<file path="src/rtl/tm1638_responder.sv">
// tm1638_responder
//   Device-side model of the TM1638 STB/SCLK/DIO link. The three link
//   signals are oversampled on clk. The block decodes data, address and
//   display-control commands, keeps a 16-byte display RAM plus the
//   on/brightness state, and (optionally) returns key-scan bytes on DIO.
//
//   Optional feature macro: TM1638_RESP_KEYSCAN_EN
//     defined   : read commands shift KEY_BYTES bytes of keys out on DIO
//     undefined : read commands only set the mode; dio_out/dio_oe are 0
//
// Parameters
//   SYNC_STAGES  synchronizer depth on stb/sclk/dio_in (>= 2)
//   KEY_BYTES    key bytes returned per read command (1..4)
//
// Ports
//   clk, reset     local clock, asynchronous active-high reset
//   stb            host strobe, low = frame active
//   sclk           host serial clock, idles high
//   dio_in         serial data from host, LSB first
//   dio_out/dio_oe serial key data to host and its drive enable
//   keys           key matrix state, byte k = keys[8k+7:8k]
//   disp_ram       display RAM, byte i = disp_ram[8i+7:8i]
//   display_on     display-control bit 3
//   brightness     display-control bits 2:0
//   wr_strobe      one-clk pulse per RAM byte write (wr_addr/wr_data valid)
//   frame_err      one-clk pulse when stb rises with a partial byte pending
module tm1638_responder #(
    parameter int SYNC_STAGES = 2,
    parameter int KEY_BYTES   = 4
) (
    input  logic         clk,
    input  logic         reset,
    input  logic         stb,
    input  logic         sclk,
    input  logic         dio_in,
    output logic         dio_out,
    output logic         dio_oe,
    input  logic [31:0]  keys,
    output logic [127:0] disp_ram,
    output logic         display_on,
    output logic [2:0]   brightness,
    output logic         wr_strobe,
    output logic [3:0]   wr_addr,
    output logic [7:0]   wr_data,
    output logic         frame_err
);

    typedef enum logic [2:0] {
        S_IDLE,
        S_CMD,
        S_WDATA,
        S_KEYTX,
        S_SKIP
    } state_t;

    state_t                 state;
    logic [SYNC_STAGES-1:0] stb_sync;
    logic [SYNC_STAGES-1:0] sclk_sync;
    logic [SYNC_STAGES-1:0] dio_sync;
    logic                   stb_prev;
    logic                   sclk_prev;
    logic [2:0]             bit_cnt;
    logic [7:0]             shreg;
    logic [3:0]             addr;
    logic                   fixed_addr;
    logic                   read_mode;

    logic       stb_s, sclk_s, dio_s;
    logic       stb_rise, stb_fall, sclk_rise;
    logic       receiving, byte_done;
    logic [7:0] rx_byte;

    assign stb_s  = stb_sync[SYNC_STAGES-1];
    assign sclk_s = sclk_sync[SYNC_STAGES-1];
    assign dio_s  = dio_sync[SYNC_STAGES-1];

    assign stb_rise  = stb_s & ~stb_prev;
    assign stb_fall  = ~stb_s & stb_prev;
    // sclk edges only count inside a frame
    assign sclk_rise = sclk_s & ~sclk_prev & ~stb_s;

    assign receiving = (state == S_CMD) || (state == S_WDATA) || (state == S_SKIP);
    assign byte_done = sclk_rise && receiving && (bit_cnt == 3'd7);
    // LSB first: new bit enters at the top, so after 8 bits bit 0 is the first one
    assign rx_byte   = {dio_s, shreg[7:1]};

    // read_mode is kept as architectural state but nothing downstream consumes it
    logic read_mode_unused;
    assign read_mode_unused = read_mode;

`ifdef TM1638_RESP_KEYSCAN_EN
    localparam logic [5:0] TX_BITS = 6'(KEY_BYTES * 8);

    logic        sclk_fall;
    logic [31:0] key_sh;
    logic [5:0]  tx_cnt;
    logic        dio_out_r;
    logic        dio_oe_r;

    assign sclk_fall = ~sclk_s & sclk_prev & ~stb_s;
    assign dio_out   = dio_out_r;
    assign dio_oe    = dio_oe_r;
`else
    logic keys_unused;
    assign keys_unused = ^keys;
    assign dio_out     = 1'b0;
    assign dio_oe      = 1'b0;
`endif

    always_ff @(posedge clk or posedge reset) begin
        if (reset) begin
            state      <= S_IDLE;
            stb_sync   <= '1;
            sclk_sync  <= '1;
            dio_sync   <= '0;
            stb_prev   <= 1'b1;
            sclk_prev  <= 1'b1;
            bit_cnt    <= '0;
            shreg      <= '0;
            addr       <= '0;
            fixed_addr <= 1'b0;
            read_mode  <= 1'b0;
            disp_ram   <= '0;
            display_on <= 1'b0;
            brightness <= '0;
            wr_strobe  <= 1'b0;
            wr_addr    <= '0;
            wr_data    <= '0;
            frame_err  <= 1'b0;
`ifdef TM1638_RESP_KEYSCAN_EN
            key_sh     <= '0;
            tx_cnt     <= '0;
            dio_out_r  <= 1'b0;
            dio_oe_r   <= 1'b0;
`endif
        end else begin
            stb_sync  <= {stb_sync[SYNC_STAGES-2:0], stb};
            sclk_sync <= {sclk_sync[SYNC_STAGES-2:0], sclk};
            dio_sync  <= {dio_sync[SYNC_STAGES-2:0], dio_in};
            stb_prev  <= stb_s;
            sclk_prev <= sclk_s;
            wr_strobe <= 1'b0;
            frame_err <= 1'b0;

            // stb rise outranks a byte completing in the same clk
            if (stb_rise) begin
                state     <= S_IDLE;
                bit_cnt   <= '0;
                frame_err <= (bit_cnt != 3'd0);
`ifdef TM1638_RESP_KEYSCAN_EN
                dio_oe_r  <= 1'b0;
                dio_out_r <= 1'b0;
`endif
            end else begin
                if (sclk_rise && receiving) begin
                    bit_cnt <= bit_cnt + 3'd1;
                    shreg   <= rx_byte;
                end

                case (state)
                    S_IDLE: begin
                        if (stb_fall) begin
                            state   <= S_CMD;
                            bit_cnt <= '0;
                        end
                    end

                    S_CMD: begin
                        if (byte_done) begin
                            case (rx_byte[7:6])
                                2'b01: begin
                                    read_mode  <= rx_byte[1];
                                    fixed_addr <= rx_byte[2];
`ifdef TM1638_RESP_KEYSCAN_EN
                                    if (rx_byte[1]) begin
                                        state  <= S_KEYTX;
                                        key_sh <= keys;
                                        tx_cnt <= '0;
                                    end else begin
                                        state  <= S_SKIP;
                                    end
`else
                                    state      <= S_SKIP;
`endif
                                end
                                2'b11: begin
                                    addr  <= rx_byte[3:0];
                                    state <= S_WDATA;
                                end
                                2'b10: begin
                                    display_on <= rx_byte[3];
                                    brightness <= rx_byte[2:0];
                                    state      <= S_SKIP;
                                end
                                default: state <= S_SKIP;
                            endcase
                        end
                    end

                    S_WDATA: begin
                        if (byte_done) begin
                            disp_ram[{addr, 3'b000} +: 8] <= rx_byte;
                            wr_strobe <= 1'b1;
                            wr_addr   <= addr;
                            wr_data   <= rx_byte;
                            if (!fixed_addr) begin
                                addr <= addr + 4'd1;
                            end
                        end
                    end

                    S_KEYTX: begin
`ifdef TM1638_RESP_KEYSCAN_EN
                        if (sclk_fall) begin
                            if (tx_cnt != TX_BITS) begin
                                dio_oe_r  <= 1'b1;
                                dio_out_r <= key_sh[0];
                                key_sh    <= key_sh >> 1;
                                tx_cnt    <= tx_cnt + 6'd1;
                            end else begin
                                dio_oe_r  <= 1'b0;
                                dio_out_r <= 1'b0;
                            end
                        end
`else
                        state <= S_SKIP;
`endif
                    end

                    S_SKIP: ;

                    default: state <= S_IDLE;
                endcase
            end
        end
    end

endmodule

</file>
<file path="config.mk">
export PLATFORM = sky130hd
export DESIGN_NAME = tm1638_responder
export DESIGN_NICKNAME = d
export VERILOG_FILES = /design/src/rtl/tm1638_responder.sv
export SDC_FILE = /design/constraint.sdc
export NUM_CORES = 1
export LEC_CHECK = 0
export CELL_PAD_IN_SITES_DETAIL_PLACEMENT = 1
export CELL_PAD_IN_SITES_GLOBAL_PLACEMENT = 1
export CORE_MARGIN = 3
export CORE_UTILIZATION = 41
export CTS_BUF_LIST = sky130_fd_sc_hd__clkbuf_4 sky130_fd_sc_hd__clkbuf_8
export CTS_CLUSTER_DIAMETER = 200
export DETAILED_ROUTE_END_ITERATION = 8
export HOLD_SLACK_MARGIN = 0.15
export PLACE_DENSITY_LB_ADDON = 0.1
export REMOVE_ABC_BUFFERS = 1
export SLEW_MARGIN = 20
export SYNTH_ARGS = -nofsm -noshare
export SYNTH_HDL_FRONTEND = slang
export SYNTH_SLANG_ARGS = --single-unit
</file>
<file path="constraint.sdc">
create_clock -name clk -period 7.9 [get_ports clk]
set_clock_uncertainty 0.15 [all_clocks]
set_input_delay 1.58 -clock clk [delete_from_list [all_inputs] [get_ports clk]]
set_output_delay 1.58 -clock clk [all_outputs]
set_load 0.05 [all_outputs]
</file>
==> results of run 1 <==
final cells by class:
class,count,area [um2],share of cell area (%)
sequential,172,4310,44.6
multi-input combinational,344,2970,30.7
timing repair buffer,155,1540,15.9
clock buffer,23,292,3.02
tap,225,282,2.91
inverter,36,140,1.45
clock inverter,9,138,1.42
layout by cell type, fill, tap and decap left out, drive strengths merged, types with 3 or more instances in the layout:
| cell | count |
|---|---|
| clkbuf | 23 |
| mux2i | 25 |
| nor2b | 6 |
| a21oi | 3 |
| o21ai | 10 |
| nor2 | 16 |
| nand2b | 3 |
| nand4 | 13 |
| a31oi | 6 |
| dfrtp | 166 |
| ha | 9 |
| clkdlybuf4s50 | 150 |
| nand2 | 38 |
| dfstp | 6 |
| bufinv | 3 |
| nand3 | 5 |
| clkinvlp | 4 |
| nor3 | 10 |
| buf | 5 |
| xnor2 | 4 |
| nor4b | 3 |
| nor4 | 5 |
| inv | 36 |
| and2 | 37 |
| nor3b | 7 |
| mux2 | 122 |
where the power goes:
group	internal [mW]	switching [mW]
Clock	0.345	0.315
Sequential	0.892	0.0649
Combinational	0.0173	0.0326
Total	1.25	0.413
logic make-up after synthesis:
| kind of cell | after synthesis | share of synthesized area (%) |
|---|---|---|
| flip-flops | 172 | 57.4 |
| AND/OR/NAND/NOR | 149 | 12.1 |
| multiplexers | 147 | 21.7 |
| buffers and inverters | 63 | 3.47 |
| AO/OA/AOI/OAI | 32 | 3.20 |
| adder cells (fa/ha/maj) | 9 | 1.50 |
| XOR/XNOR | 5 | 0.583 |
| other | 1 | 0.0499 |
state kept, by name (all words and copies together), names as in the netlist, 3 cells and up:
name / count
wr_data: 8
brightness: 3
shreg: 7
addr: 4
state: 3
wr_addr: 4
bit_cnt: 3
disp_ram: 128
worst max path at each step:
| stage | endpoint | startpoint | cells past startpoint | slack (ns) |
|---|---|---|---|---|
| CTS | disp_ram[87] | addr[0] | 6 | 3.69 |
| global placement | disp_ram[87] | addr[0] | 6 | 3.82 |
| detailed placement | disp_ram[87] | addr[0] | 6 | 3.70 |
| finish | disp_ram[87] | addr[0] | 6 | 4.00 |
| floorplan | addr[0] | reset | 1 | 1.52 |
| global route | disp_ram[87] | addr[0] | 6 | 3.70 |
per-layer routing:
| layer | vias to the layer above | wire, um |
|---|---|---|
| met2 | 127 | 10000 |
| met4 | 0 | 350 |
| met5 | - | 0 |
| met3 | 24 | 924 |
| li1 | 2286 | - |
| met1 | 2637 | 8560 |
synth_stat cells (all sizes together):
cell	n
or3b	1
nor4	5
xor2	1
xnor2	4
nand2	38
o211ai	2
and3	2
nor4b	3
a2111o	1
a2111oi	2
and4b	2
clkbuf	15
a31oi	6
nor2	16
nor3b	7
ha	9
a31o	1
nor2b	6
mux2	122
conb	1
o31ai	2
inv	36
a211oi	2
o21ai	10
o22a	2
or4	1
dfrtp	166
a21oi	3
nand2b	3
buf	12
nand3	5
a21boi	1
mux2i	25
nor3	10
dfstp	6
nand4	13
and2	37
worst max-delay path: stages, from the launching register on:
cell and delay [ns]:
dfrtp_1 0.81, inv_1 0.25, ha_1 0.72, nand2b_1 0.23
a211oi_2 0.54, nor4b_4 0.68, mux2_2 0.40
==> impl_metrics.env, run 1 <==
export IMPL_outcome="finished clean"
export IMPL_hold_end="stb_sync[1]"
export IMPL_cts_tree="built"
export IMPL_layout_setup_ws_ns=4.00
export IMPL_io_pins=185
export IMPL_busiest_layer="met2"
export IMPL_synthDistinctLibCells=49
export IMPL_clockBufferDepth=2
export IMPL_drv_slew=0
export IMPL_achievable_frequency_mhz=256
export IMPL_wl_um=19800
export IMPL_rows=48
export IMPL_grt_antenna_before_repair=0
export IMPL_cp_max_fo=19
export IMPL_grt_use_met2_pct=35.2
export IMPL_hp_start="stb_sync[0]"
export IMPL_synth_seq_cells=172
export IMPL_grt_pass1_vias=5633
export IMPL_power_density_mw_per_mm2=173
export IMPL_fin_tns_setup_ns=0
export IMPL_gr_usage_met1_pct=25.9
export IMPL_hp_class="flip-flop to flip-flop"
export IMPL_ant_nets=0
export IMPL_path_clk_slew_ns=0.09
export IMPL_yosys_warnings=0
export IMPL_vdd_drop_max_mv=0.101
export IMPL_r2r_start="addr[0]"
export IMPL_drt_initial_drc_count=166
export IMPL_n_antenna_cell=0
export IMPL_endpoint_kind="flip-flop"
export IMPL_synth_avg_cell_area_um2=13.0
export IMPL_post_route_min_period_ns=3.90
export IMPL_wl_per_cell_um=20.6
export IMPL_cts_setup_buffers=0
export IMPL_start_util_pct=42.7
export IMPL_grt_max_degree=111
export IMPL_synth_area_leaders="dfrtp_1, mux2_2, mux2i_1"
export IMPL_hold_ws_ns=0.208
export IMPL_regToRegSetupSlack_ns=4.00
export IMPL_drive_gt1_share_pct=25.3
export IMPL_vias=5074
export IMPL_cts_max_level=4
export IMPL_n_fill_cell=1775
export IMPL_chipHeight_um=141
export IMPL_grt_ovfl_total=0
export IMPL_r2r_end="disp_ram[87]"
export IMPL_dpl_hpwl_um=13500
export IMPL_cts_root_buf="clkbuf_8"
export IMPL_start_kind="flip-flop"
export IMPL_period_share_pct=49.4
export IMPL_cts_buffers=17
export IMPL_worstPathRequired_ns=8.09
export IMPL_fp_coreArea_mm2=0.0176
export IMPL_cts_hold_fix_buffers=0
export IMPL_worstSetupPathType="flip-flop to flip-flop"
export IMPL_cts_sinks=172
export IMPL_design_area_mm2=0.00967
export IMPL_leakage_nw=4.39
export IMPL_setup_viol_count_final=0
export IMPL_viasPerCell=5.26
export IMPL_dpl_cell_area_mm2=0.00922
export IMPL_finalHoldViolCount=0
export IMPL_syn_cell_area_mm2=0.00751
export IMPL_slew_headroom_pct=34.8
export IMPL_post_route_util_pct=54.9
export IMPL_synthToLayoutAreaGrowth_pct=28.7
export IMPL_grt_pass1_wl_um=31500
export IMPL_worst_pin_slew_ns=0.978
export IMPL_globalRouteMet3Util_pct=4.21
export IMPL_syn_inst=578
export IMPL_r2r_cells=6
export IMPL_port_buffers=150
export IMPL_synth_largest_area_cell="dfrtp_1"
export IMPL_placedCellCount=932
export IMPL_place_gp_congestion=0.821
export IMPL_ys_seq_area_share_pct=57.4
export IMPL_grt_setup_unrepaired="false"
export IMPL_finalPower_mw=1.67
export IMPL_dp_slack_ns=3.70
export IMPL_clock_latency_ns=0.45
export IMPL_drc=0
export IMPL_dieArea_mm2=0.0200
export IMPL_final_cells=964
export IMPL_synth_top_area_share_pct=55.3
export IMPL_die_w_um=141
export IMPL_arrival_ns=4.09
export IMPL_cap_violations=0
export IMPL_dr_pass1_iters=4
export IMPL_cts_resized=0
export IMPL_fin_nets=772
export IMPL_min_path_cells=0
export IMPL_grt_use_total_pct=20.3
No activity file was read; power rests on OpenSTA's default activity.
==> run 2, diff against run 1 <==
==> constraint.sdc (replaced) <==
create_clock -name clk -period 4 [get_ports clk]
set_clock_uncertainty 0.15 [all_clocks]
set_input_delay 0.8 -clock clk [delete_from_list [all_inputs] [get_ports clk]]
set_output_delay 0.8 -clock clk [all_outputs]
set_load 0.05 [all_outputs]
==> run 2 against run 1 <==
Count of clock-buffer cells in the layout down 1. Global-route usage is 0.62 points higher. Non-clock buffer count is 6 higher. Total power increased by 100%. Worst setup slack worse by 3.2 ns. Die area is the same. Sequential cell count stayed put. Via count rose by 0.49%. Combinational power rose by 100%. Wire length increased by 3.4%. Critical endpoint is now disp_ram[103].
==> impl_metrics.env, run 2 (synthesis gave the netlist of run 1 again) <==
export IMPL_outcome="finished clean"
export IMPL_chipHeight_um=141
export IMPL_max_stage_delay_ns=0.70
export IMPL_fin_nets=778
export IMPL_n_fill_cell=1765
export IMPL_clockBufferDepth=2
export IMPL_cap_violations=0
export IMPL_startpoint="addr[1]"
export IMPL_final_cell_mix="dfrtp_1, clkdlybuf4s50_1, mux2_2, nand2_1, and2_1"
export IMPL_crit_family="simple AND/OR/NAND/NOR gates"
export IMPL_cts_root_buf="clkbuf_8"
export IMPL_r2r_start="addr[1]"
export IMPL_grt_ovfl_total=0
export IMPL_busiest_layer="met2"
export IMPL_globalRouteMet3Util_pct=3.98
export IMPL_path_clk_slew_ns=0.08
export IMPL_grt_max_degree=89
export IMPL_worstPathRequired_ns=4.19
export IMPL_grt_pass1_vias=5628
export IMPL_hp_start="sclk_sync[0]"
export IMPL_cts_setup_buffers=0
export IMPL_grt_use_total_pct=21.0
export IMPL_endpoint_kind="flip-flop"
export IMPL_dp_slack_ns=0.776
export IMPL_vdd_drop_max_mv=0.227
export IMPL_wl_um=20500
export IMPL_synthToLayoutAreaGrowth_pct=30.2
export IMPL_period_share_pct=80.7
export IMPL_grt_antenna_before_repair=0
export IMPL_grt_setup_unrepaired="false"
export IMPL_slew_headroom_pct=38.8
export IMPL_dieArea_mm2=0.0200
export IMPL_hp_class="flip-flop to flip-flop"
export IMPL_largest_register="disp_ram"
export IMPL_worst_pin_slew_ns=0.916
export IMPL_finalPower_mw=3.41
export IMPL_cts_sinks=172
export IMPL_power_density_mw_per_mm2=349
export IMPL_drive_gt1_share_pct=26.0
export IMPL_rows=48
export IMPL_critical_path_buf_inv_count=1
export IMPL_drc=0
export IMPL_dpl_hpwl_um=13800
export IMPL_fp_coreArea_mm2=0.0176
export IMPL_post_route_min_period_ns=3.23
export IMPL_layout_commonest_cell="dfrtp_1"
export IMPL_n_antenna_cell=0
export IMPL_cts_resized=0
export IMPL_critPathSlowestCell="nor4_4"
export IMPL_start_kind="flip-flop"
export IMPL_clock_latency_ns=0.45
export IMPL_worstSetupPathType="flip-flop to flip-flop"
export IMPL_dr_pass1_iters=4
export IMPL_place_gp_congestion=0.822
export IMPL_arrival_ns=3.42
export IMPL_grt_pass1_wl_um=32200
export IMPL_cts_tree="built"
export IMPL_ant_nets=0
export IMPL_start_util_pct=42.7
export IMPL_drt_initial_drc_count=261
export IMPL_cts_hold_fix_buffers=0
export IMPL_viasPerCell=5.26
export IMPL_leakage_nw=4.45
export IMPL_reg_largest_list="disp_ram: 128 flops, wr_data: 8 flops, shreg: 7 flops"
export IMPL_die_w_um=141
export IMPL_fin_tns_setup_ns=0
export IMPL_cp_max_fo=12
export IMPL_setup_viol_count_final=0
export IMPL_port_buffers=150
export IMPL_path_cells="inv_1, ha_1, or3b_4, a2111o_1, nor4_4, mux2_4"
export IMPL_wl_per_cell_um=21.2
export IMPL_largest_register_ff_count=128
export IMPL_finalHoldViolCount=0
export IMPL_vias=5099
export IMPL_layout_setup_ws_ns=0.771
export IMPL_grt_use_met2_pct=37.1
export IMPL_io_pins=185
export IMPL_achievable_frequency_mhz=310
export IMPL_cts_buffers=17
export IMPL_cts_max_level=4
export IMPL_drv_slew=0
export IMPL_gr_usage_met1_pct=26.4
-- run 2: changes by cell type in the layout (fill, tap and decap cells not counted), sizes merged --
cell,delta
bufinv,+2
buf,+6
clkbuf,-1
inv,+1
clkinvlp,-2
-- run 2: worst register-to-register path, cell delays in order, from the launching register on --
cell and delay, ns:
dfrtp_1 0.57, inv_1 0.17, ha_1 0.33, or3b_4 0.43, a2111o_1 0.41, nor4_4 0.70
mux2_4 0.36
-- run 2: metrics by stage --
step | util [%] | hold slack, ns | instance area (um2) | instances
3_3_place_gp | 52.8 | 0.186 | 9290 | 938
5_1_grt | 55.5 | 0.213 | 9770 | 970
4_1_cts | 55.5 | 0.212 | 9760 | 970
6_report | 55.5 | 0.211 | 9770 | 970
2_1_floorplan | - | 0.181 | 7390 | 552
3_5_place_dp | 52.8 | 0.198 | 9300 | 938
-- run 2: power by group --
group | total (mW) | switching (mW) | internal, mW
registers | 1.89 | 0.128 | 1.76
clock network | 1.42 | 0.625 | 0.790
logic | 0.102 | 0.0649 | 0.0375
total | 3.41 | 0.818 | 2.59
-- run 2: metal layers --
metal / routed length [um] / share of wire [%]
met5: 0 / 0
met4: 221 / 1.1
met3: 843 / 4.1
met2: 10600 / 52
met1: 8850 / 43
-- run 2: area by class of cell --
type | instances | area, um2 | area share (%)
timing repair buffer | 161 | 1610 | 16.5
clock buffer | 22 | 278 | 2.84
inverter | 36 | 140 | 1.43
multi-input combinational | 344 | 2970 | 30.4
sequential | 172 | 4310 | 44.1
tap | 225 | 282 | 2.88
clock inverter | 10 | 188 | 1.92
-- run 2: final timing paths --
check	cells past startpoint	slack, ns	to
setup / recovery	6	0.77	disp_ram[103]
hold / removal	0	0.21	sclk_sync[1]
setup reg to reg	6	0.77	disp_ram[103]
hold reg to reg	0	0.21	sclk_sync[1]
max in group asynchronous	3	2.21	disp_ram[115]
min in group asynchronous	2	0.73	brightness[1]
